[config.mk]
export PLATFORM = sky130hd
export DESIGN_NAME = fetch_pc_unit
export DESIGN_NICKNAME = d
export VERILOG_FILES = /design/src/rtl/fetch_pc_unit.sv
export SDC_FILE = /design/constraint.sdc
export NUM_CORES = 1
export LEC_CHECK = 0
export ABC_CLOCK_PERIOD_IN_PS = 2500
export BUFFER_PORTS_ARGS = -buffer_cell sky130_fd_sc_hd__buf_2
export CAP_MARGIN = 20
export CORE_MARGIN = 2
export CORE_UTILIZATION = 30
export DETAILED_ROUTE_END_ITERATION = 8
export GPL_TIMING_DRIVEN = 0
export SLEW_MARGIN = 20
export SYNTH_ARGS = -nofsm -noshare
export SYNTH_HDL_FRONTEND = slang
export SYNTH_SLANG_ARGS = --single-unit
[constraint.sdc]
create_clock -name i_clk -period 2.5 [get_ports i_clk]
set_clock_uncertainty 0.05 [all_clocks]
set_input_delay 0.625 -clock i_clk [delete_from_list [all_inputs] [get_ports i_clk]]
set_output_delay 0.625 -clock i_clk [all_outputs]
set_load 0.1 [all_outputs]
[src/rtl/fetch_pc_unit.sv]
// -----------------------------------------------------------------------------
// fetch_pc_unit
//
// Instruction-fetch front end of the 5-stage RISC-V pipeline. Owns the fetch
// PC, presents it to the BTB and instruction memory, and picks the next PC
// (redirect > hold > BTB target > PC+4). Accepted fetches are registered into
// the IF/ID pipeline register together with their prediction metadata, so
// execute can later detect mispredictions and update the BTB.
//
// Optional feature: define BRANCH_PERF_EN to build saturating counters of
// taken predictions issued and redirects received. Without it the counter
// ports are tied to zero and no counter flops exist.
//
// Parameters:
//   RESET_PC  PC loaded on reset (word aligned)
//   CNT_W     width of the performance counters
//
// Ports:
//   i_clk, i_rst_n      clock, asynchronous active-low reset
//   i_stall             hazard stall: hold PC and IF/ID
//   i_imem_ready        instruction memory accepts the request at o_pc
//   i_btb_hit/_target   same-cycle BTB lookup result for o_pc
//   i_redirect/_pc      execute-stage correction and the correct PC
//   o_pc                fetch PC (BTB index/tag, imem address)
//   o_if_valid          fetch request at o_pc is valid this cycle
//   o_id_*              IF/ID register: valid, PC, predicted taken, predicted next PC
//   o_flush             high the cycle after a redirect, kills decode
//   o_pred_cnt          taken predictions issued   (BRANCH_PERF_EN)
//   o_redir_cnt         redirects received         (BRANCH_PERF_EN)
// -----------------------------------------------------------------------------
module fetch_pc_unit #(
  parameter logic [31:0] RESET_PC = 32'h0000_0000,
  parameter int unsigned CNT_W    = 32
) (
  input  logic             i_clk,
  input  logic             i_rst_n,
  input  logic             i_stall,
  input  logic             i_imem_ready,
  input  logic             i_btb_hit,
  input  logic [31:0]      i_btb_target,
  input  logic             i_redirect,
  input  logic [31:0]      i_redirect_pc,
  output logic [31:0]      o_pc,
  output logic             o_if_valid,
  output logic             o_id_valid,
  output logic [31:0]      o_id_pc,
  output logic             o_id_pred_taken,
  output logic [31:0]      o_id_pred_target,
  output logic             o_flush,
  output logic [CNT_W-1:0] o_pred_cnt,
  output logic [CNT_W-1:0] o_redir_cnt
);

  typedef enum logic [1:0] {
    S_BOOT,
    S_RUN,
    S_WAIT_MEM
  } state_e;

  state_e      state_q, state_d;
  logic [31:0] pc_q, pc_d;
  logic        id_valid_q, id_valid_d;
  logic [31:0] id_pc_q, id_pc_d;
  logic        id_taken_q, id_taken_d;
  logic [31:0] id_target_q, id_target_d;
  logic        flush_q;

  logic [31:0] redirect_tgt;
  logic [31:0] pred_next;
  logic        id_load;

  // Targets are forced to word alignment; low bits from the sources are ignored.
  assign redirect_tgt = i_redirect_pc & ~32'h3;
  assign pred_next    = i_btb_hit ? (i_btb_target & ~32'h3) : (pc_q + 32'd4);

  // A fetch is accepted only in RUN; WAIT_MEM re-issues the held PC first.
  assign id_load = (state_q == S_RUN) && i_imem_ready && !i_stall && !i_redirect;

  // NOTE: every signal assigned in an always_comb gets a default at the top,
  // so no path leaves it unassigned and no latch is inferred.
  always_comb begin
    state_d     = state_q;
    pc_d        = pc_q;
    o_if_valid  = (state_q != S_BOOT);
    id_valid_d  = id_valid_q;
    id_pc_d     = id_pc_q;
    id_taken_d  = id_taken_q;
    id_target_d = id_target_q;

    unique case (state_q)
      S_BOOT:     state_d = S_RUN;
      S_RUN:      if (!i_redirect && !i_imem_ready) state_d = S_WAIT_MEM;
      S_WAIT_MEM: if (i_redirect || i_imem_ready) state_d = S_RUN;
      default:    state_d = S_BOOT;
    endcase

    // PC advances exactly when a fetch is accepted; a redirect always wins.
    if (i_redirect) begin
      pc_d = redirect_tgt;
    end else if (id_load) begin
      pc_d = pred_next;
    end

    if (i_redirect) begin
      id_valid_d = 1'b0;
    end else if (id_load) begin
      id_valid_d  = 1'b1;
      id_pc_d     = pc_q;
      id_taken_d  = i_btb_hit;
      id_target_d = pred_next;
    end else if (!i_stall) begin
      id_valid_d = 1'b0;
    end
  end

  // NOTE: sequential state uses non-blocking assignments so every flop samples
  // the pre-edge values regardless of statement order.
  always_ff @(posedge i_clk or negedge i_rst_n) begin
    if (!i_rst_n) begin
      state_q     <= S_BOOT;
      pc_q        <= RESET_PC;
      id_valid_q  <= 1'b0;
      id_pc_q     <= '0;
      id_taken_q  <= 1'b0;
      id_target_q <= '0;
      flush_q     <= 1'b0;
    end else begin
      state_q     <= state_d;
      pc_q        <= pc_d;
      id_valid_q  <= id_valid_d;
      id_pc_q     <= id_pc_d;
      id_taken_q  <= id_taken_d;
      id_target_q <= id_target_d;
      flush_q     <= i_redirect;
    end
  end

  assign o_pc             = pc_q;
  assign o_id_valid       = id_valid_q;
  assign o_id_pc          = id_pc_q;
  assign o_id_pred_taken  = id_taken_q;
  assign o_id_pred_target = id_target_q;
  assign o_flush          = flush_q;

`ifdef BRANCH_PERF_EN
  logic [CNT_W-1:0] pred_cnt_q, redir_cnt_q;

  // Both counters stick at all-ones instead of wrapping.
  always_ff @(posedge i_clk or negedge i_rst_n) begin
    if (!i_rst_n) begin
      pred_cnt_q  <= '0;
      redir_cnt_q <= '0;
    end else begin
      if (id_load && i_btb_hit && !(&pred_cnt_q)) pred_cnt_q <= pred_cnt_q + CNT_W'(1);
      if (i_redirect && !(&redir_cnt_q)) redir_cnt_q <= redir_cnt_q + CNT_W'(1);
    end
  end

  assign o_pred_cnt  = pred_cnt_q;
  assign o_redir_cnt = redir_cnt_q;
`else
  assign o_pred_cnt  = '0;
  assign o_redir_cnt = '0;
`endif

endmodule

==> summary.txt, run 1 <==
Yosys
  – Register bit count reported by yosys: between 100 and 150
  – Share of the yosys chip area belonging to registers: 0.473
  – Yosys synthesis warning count: 0
  – Number of instances in the synthesized netlist: 577
  – Top flip-flop cell by instance count after synthesis: sky130_fd_sc_hd__dfrtp_1
  – Avg Synthesized Cell Area: ~9.3 sq um
  – Area of the mapped netlist: 5340 sq um
  – Post-synth EDFFs: 0
  – Synth unique cells: 55
  – Ys async rst share: 1.00

Global routing
  – Pin count of the biggest net entering global routing: 68
  – Global-route congestion overflow total: 0
  – Initial antenna violation count: 4
  – Total track usage: 0.196
  – Number of global-route vias before repair: 4750
  – First-pass GRT wire length: 27.7 mm

Drt
  – DR iter-0 viols: 370
  – Wirelength, routed: 18.4 mm
  – Via/cell ratio: around 4.7
  – Vias: 4953
  – DRC violations left: 0
  – Routed len/inst: 17.5 um
  – Count of TritonRoute iterations in the first routing pass: 6
  – Antenna-violating nets left: 0

Worst setup path
  – Class of the most critical setup path: reg -> reg
  – Arrival time reported for the critical path endpoint: 2.56 ns
  – Endpoint required time on the critical path: 2.74 ns
  – Kind of start point of the critical path: register
  – Critical path peak fanout: 7
  – Sort of element at the end of the critical path: register
  – Worst Reg2Reg Path Length in Cells: 6

Timing
  – Number of pins with negative max-slew slack in the final report: 0
  – Final period demand of the worst path: 2.32 ns
  – Peak clock frequency supported by timing: 0.431 GHz
  – Final number of setup-violating endpoints: 0
  – Number of endpoints with negative hold slack in the final report: 0
  – Final hold slack: 0.0986 ns
  – Max-slew headroom at the worst pin: 0.519
  – Crit path setup slack, layout: around 0.18 ns
  – Fin crit share: 0.928
  – Setup repair after global routing missed its margin: false
  – Actual transition at the worst max-transition pin: between 0.7 and 0.8 ns

Clocking
  – Post-CTS resize count: 0
  – Clock net sink count: 101
  – Clock slew at reported path FFs: 0.07 ns
  – # hold bufs at CTS: 0
  – Clock buffer count from CTS: 9
  – Largest buffer count on any clock path: 2
  – Clock insertion delay at the later pin of the skew report: 0.35 ns
  – Root buffer cell: sky130_fd_sc_hd__clkbuf_16
  – Post-CTS Repair Setup Buffers: 0
  – Clock tree from TritonCTS: yes
  – Maximum level of the CTS H-tree: 3

Floorplanning
  – Number of top-level pins: 234
  – Starting utilization of the core area: 0.308
  – Total core area: 17400 sq um
  – Chip Width: 137 um
  – Core Rows: 48
  – Total Die Area: ~19000 sq um
  – Die Span Y: 137 um

Final layout
  – Syn-to-layout area delta: 32.1%
  – Most frequent cells in the layout: sky130_fd_sc_hd__buf_2 (166), sky130_fd_sc_hd__nand2_1 (142), sky130_fd_sc_hd__dfrtp_1 (92), sky130_fd_sc_hd__buf_4 (67), sky130_fd_sc_hd__conb_1 (64)
  – Number of fill cells: approximately 1800
  – Ratio of cells with drive above 1 in the final layout: 0.344
  – Most frequent standard cell in the layout excluding fill and tap cells: sky130_fd_sc_hd__buf_2
  – Total area of sequential cells: 2540 sq um
  – Net count reported at finish: 888
  – Area of the multi-input gates: 2350 sq um

Hold path
  – Class of the most critical hold timing path: in -> async

Place
  – Minimum setup slack after placement: -0.328 ns
  – Count of buffers from port buffering: 165
  – Post-DP HPWL: 13.8 mm
  – Final estimated routing congestion in global placement: 0.850

Pwr
  – Power per unit of standard cell area: 1120 nW/um^2
  – Leak Pwr: 3.76 nW
  – Worst voltage drop across the vdd grid: 0.557 mV
  – Total chip power: 7.88 mW

Job
  – Max-capacitance violation count: 0

Outcome
  – Run status: finished, final reports clean
[metrics by stage]
step,instance area (sq um),TNS [ns],std cells,utilization
final,7060,0,1050,0.407
after floorplan,5590,0,640,-
after global routing,7050,0,1049,0.406
after detailed placement,6730,-9.80,1031,0.388
after global placement,6700,-57.07,1030,0.386
after CTS,7040,0,1047,0.406
[cell families (layout without fill, tap and decap cells)]
kind of cell,after synthesis,after routing,share of synthesized area
XOR/XNOR,23,23,0.0377
adder cells (fa/ha/maj),1,1,0.00234
other,1,67,0.000702
flip-flops,101,101,0.473
multiplexers,3,3,0.00586
buffers and inverters,106,288,0.131
AND/OR/NAND/NOR,237,237,0.210
AO/OA/AOI/OAI,105,105,0.139
[final timing paths]
kind	from	endpoint	slack [ns]
worst max-delay path	o_pc[2]	o_id_pred_target[30]	0.18
min in group i_clk	i_redirect	o_flush	0.36
worst min register to register	o_id_pred_target[1]	o_id_pred_target[1]	0.41
max in group asynchronous	i_rst_n	o_id_pc[24]	1.62
worst max register to register	o_pc[2]	o_id_pred_target[30]	0.18
worst min-delay path	i_rst_n	o_id_pc[3]	0.1
[layout make-up]
class,count,area share
Clock buffer,13,0.0383
Antenna cell,3,0.00106
Buffer,101,0.0977
Inverter,5,0.00266
Sequential cell,101,0.360
Clock inverter,3,0.00603
Multi-Input combinational cell,433,0.333
Timing Repair Buffer,166,0.122
Tap cell,225,0.0399
[worst max-delay path, cell delays in order (launching register included)]
cell,delay (ns)
sky130_fd_sc_hd__dfrtp_2,0.43
sky130_fd_sc_hd__ha_1,0.28
sky130_fd_sc_hd__nand4_4,0.20
sky130_fd_sc_hd__nor4_4,0.54
sky130_fd_sc_hd__nand4_2,0.23
sky130_fd_sc_hd__or4_1,0.44
sky130_fd_sc_hd__nand3_1,0.09
[flip-flops by register name, indices dropped and copies added, names as in the netlist]
name              flops
o_flush               1
o_id_valid            1
state_q               2
o_id_pc              32
o_id_pred_taken       1
o_pc                 32
o_id_pred_target     32
[synth_stat cells, types with 3 or more instances]
master / number / area, sq um
sky130_fd_sc_hd__nor2_1: 20 / 75.1
sky130_fd_sc_hd__nand4_1: 13 / 81.3
sky130_fd_sc_hd__inv_1: 4 / 15.0
sky130_fd_sc_hd__xor2_1: 11 / 96.3
sky130_fd_sc_hd__dfrtp_1: 101 / 2530
sky130_fd_sc_hd__a222oi_1: 11 / 110
sky130_fd_sc_hd__o21ai_0: 26 / 130
sky130_fd_sc_hd__a221o_1: 9 / 90.1
sky130_fd_sc_hd__o22ai_1: 3 / 18.8
sky130_fd_sc_hd__buf_4: 67 / 503
sky130_fd_sc_hd__a22oi_1: 16 / 120
sky130_fd_sc_hd__xnor2_1: 12 / 105
sky130_fd_sc_hd__nor3_1: 8 / 40.0
sky130_fd_sc_hd__clkbuf_8: 4 / 55.1
sky130_fd_sc_hd__nand2_1: 142 / 533
sky130_fd_sc_hd__a21oi_1: 14 / 70.1
sky130_fd_sc_hd__nand3_1: 28 / 140
sky130_fd_sc_hd__clkbuf_1: 23 / 86.3
sky130_fd_sc_hd__a21o_1: 14 / 105
sky130_fd_sc_hd__nor4_1: 3 / 18.8
sky130_fd_sc_hd__and3_1: 3 / 18.8
[power by group]
group,switching [mW],internal [mW],total [mW]
Combinational,3.56,0.601,4.16
Sequential,0.253,1.98,2.23
Clock,0.630,0.858,1.49
[per-layer routing]
metal,vias up,part of all wire,track usage
met5,-,0.00038,0
met4,2,0.017,0.0630
met3,19,0.072,0.0486
met2,197,0.47,0.313
met1,2364,0.44,0.262
li1,2371,-,-
Note: power is estimated with default switching activity, not from simulation.
==> inputs of run 2 (changes only) <==
--- a/config.mk
+++ b/config.mk
@@ -10,6 +10,7 @@
 export CAP_MARGIN = 20
 export CORE_MARGIN = 2
 export CORE_UTILIZATION = 30
+export CTS_BUF_LIST = sky130_fd_sc_hd__clkbuf_4
 export DETAILED_ROUTE_END_ITERATION = 8
 export GPL_TIMING_DRIVEN = 0
 export SLEW_MARGIN = 20
==> run 2 against run 1 <==
  * Routed wire length up 0.24%
  * Setup slack worse by 0.041 ns
  * Clock-buffer cell count down 3
  * Critical endpoint is now o_id_pc[19]
  * Global-route usage up 0.094 points
  * Core utilization down 1.0 points
  * Final area down 2.5%
  * Via count up 0.50%
  * Maximum frequency down 1.7%
  * Sequential share of layout area up 0.92 points
  * Register-to-register slack worse by 0.04 ns
  * First-iteration DRC count down 2.7%
==> summary.txt, run 2 (same netlist as run 1, synthesis figures left out) <==
Worst setup path
  – Arrival time reported for the critical path endpoint: 2.75 ns
  – Sort of element at the end of the critical path: register
  – Class of the most critical setup path: reg -> reg
  – Endpoint required time on the critical path: 2.89 ns
  – Kind of start point of the critical path: register
  – Critical path peak fanout: 10

Timing
  – Peak clock frequency supported by timing: 0.424 GHz
  – Setup repair after global routing missed its margin: false
  – Number of endpoints with negative hold slack in the final report: 0
  – Fin Setup TNS: 0 ns
  – Actual transition at the worst max-transition pin: 0.736 ns
  – Max-slew headroom at the worst pin: 0.505
  – Final period demand of the worst path: between 2 and 2.5 ns
  – Number of pins with negative max-slew slack in the final report: 0
  – Crit path setup slack, layout: 0.140 ns
  – Final hold slack: 0.212 ns
  – Fin crit share: 0.944
  – Final number of setup-violating endpoints: 0

Final layout
  – Number of fill cells: 1813
  – Total area of sequential cells: about 2500 sq um
  – Area of the multi-input gates: 2350 sq um
  – Syn-to-layout area delta: 28.8%
  – Ratio of cells with drive above 1 in the final layout: 0.338
  – Net count reported at finish: roughly 900
  – Post-layout utilization of the core: 0.396
  – Most frequent standard cell in the layout excluding fill and tap cells: sky130_fd_sc_hd__buf_2
  – Non-filler instance count after layout: ~1100
  – Most frequent cells in the layout: sky130_fd_sc_hd__buf_2 (166), sky130_fd_sc_hd__nand2_1 (142), sky130_fd_sc_hd__dfrtp_1 (92), sky130_fd_sc_hd__buf_4 (67), sky130_fd_sc_hd__conb_1 (64)
  – Design area: ~7000 sq um

Place
  – Final estimated routing congestion in global placement: about 0.85
  – Post-DP HPWL: between 10 and 15 mm
  – Dpl cells: between 1000 and 1500
  – Area after detailed placement: 6730 sq um
  – Count of buffers from port buffering: 165
  – Minimum setup slack after placement: -0.328 ns

Global routing
  – Initial antenna violation count: 5
  – Total track usage: 0.197
  – Global-route congestion overflow total: 0
  – First-pass GRT wire length: between 20 and 30 mm
  – Pin count of the biggest net entering global routing: 68
  – Number of global-route vias before repair: 4745

Drt
  – DRC violations left: 0
  – Via/cell ratio: 4.73
  – Vias: roughly 5000
  – Count of TritonRoute iterations in the first routing pass: 7
  – DR iter-0 viols: 360
  – Wirelength, routed: 18.4 mm
  – Routed len/inst: 17.5 um
  – Antenna-violating nets left: 0

Floorplanning
  – Total core area: 17400 sq um
  – Core Rows: 48
  – Total Die Area: about 19000 sq um
  – Chip Width: 137 um
  – Number of top-level pins: between 200 and 250
  – Starting utilization of the core area: 0.308
  – Die Span Y: around 140 um

Clocking
  – Clock tree from TritonCTS: yes
  – Clock slew at reported path FFs: 0.16 ns
  – Clock insertion delay at the later pin of the skew report: just under 0.5 ns
  – Clock net sink count: 101
  – Maximum level of the CTS H-tree: 3
  – Root buffer cell: sky130_fd_sc_hd__clkbuf_4
  – Largest buffer count on any clock path: 2
  – Clock buffer count from CTS: 9

Pwr
  – Worst voltage drop across the vdd grid: 0.524 mV
  – Leak Pwr: 3.67 nW
  – Total chip power: 7.27 mW
  – Power per unit of standard cell area: 1060 nW/um^2

Job
  – Max-capacitance violation count: 0

Hold path
  – Class of the most critical hold timing path: in -> reg

Outcome
  – Run status: finished, final reports clean
run 2: critical path, cell delays in order, from the launching register on:
cell and delay, ns:
sky130_fd_sc_hd__dfrtp_1 0.45, sky130_fd_sc_hd__nand4bb_1 0.25, sky130_fd_sc_hd__nor2_1 0.42, sky130_fd_sc_hd__clkbuf_1 0.45, sky130_fd_sc_hd__clkbuf_1 0.47, sky130_fd_sc_hd__nand2_1 0.15, sky130_fd_sc_hd__nand2_1 0.08
run 2: repair_timing:
item                                    in CTS  in global routing
setup buffers                                0                  0
endpoints found under the hold margin       34                  0
endpoints found under the setup margin       0                 12
gates resized for setup                      0                  4
hold buffers                                 1                  0
run 2: worst paths after layout:
check / from / endpoint / slack [ns] / cells past startpoint
max: state_q[1] / o_id_pc[19] / 0.14 / 6
max reg2reg: state_q[1] / o_id_pc[19] / 0.14 / 6
min reg2reg: o_id_pred_target[1] / o_id_pred_target[1] / 0.43 / 2
min in group asynchronous: i_rst_n / o_id_pc[3] / 0.52 / 2
max in group asynchronous: i_rst_n / o_pc[23] / 1.18 / 3
min: i_redirect / o_flush / 0.21 / 1
run 2: area by class of cell:
| type | count | share of cell area |
|---|---|---|
| well taps | 225 | 0.0409 |
| plain buffers | 101 | 0.0996 |
| multi-input cells | 433 | 0.341 |
| diodes | 4 | 0.00145 |
| repair buffers | 167 | 0.126 |
| inverters | 5 | 0.00273 |
| clock inverters | 6 | 0.00782 |
| flip-flops and latches | 101 | 0.369 |
| clock buffers | 10 | 0.0109 |
run 2: power by group:
part	internal (mW)	switching, mW
combinational	0.601	3.56
clock	0.306	0.577
sequential	1.97	0.253
run 2: layer usage:
layer | up-vias | GRT usage | wire, um
met1 | 2389 | 0.265 | 7980
li1 | 2370 | - | -
met3 | 28 | 0.0430 | 1380
met5 | - | 0 | 7
met2 | 189 | 0.312 | 8620
met4 | 2 | 0.0722 | 452
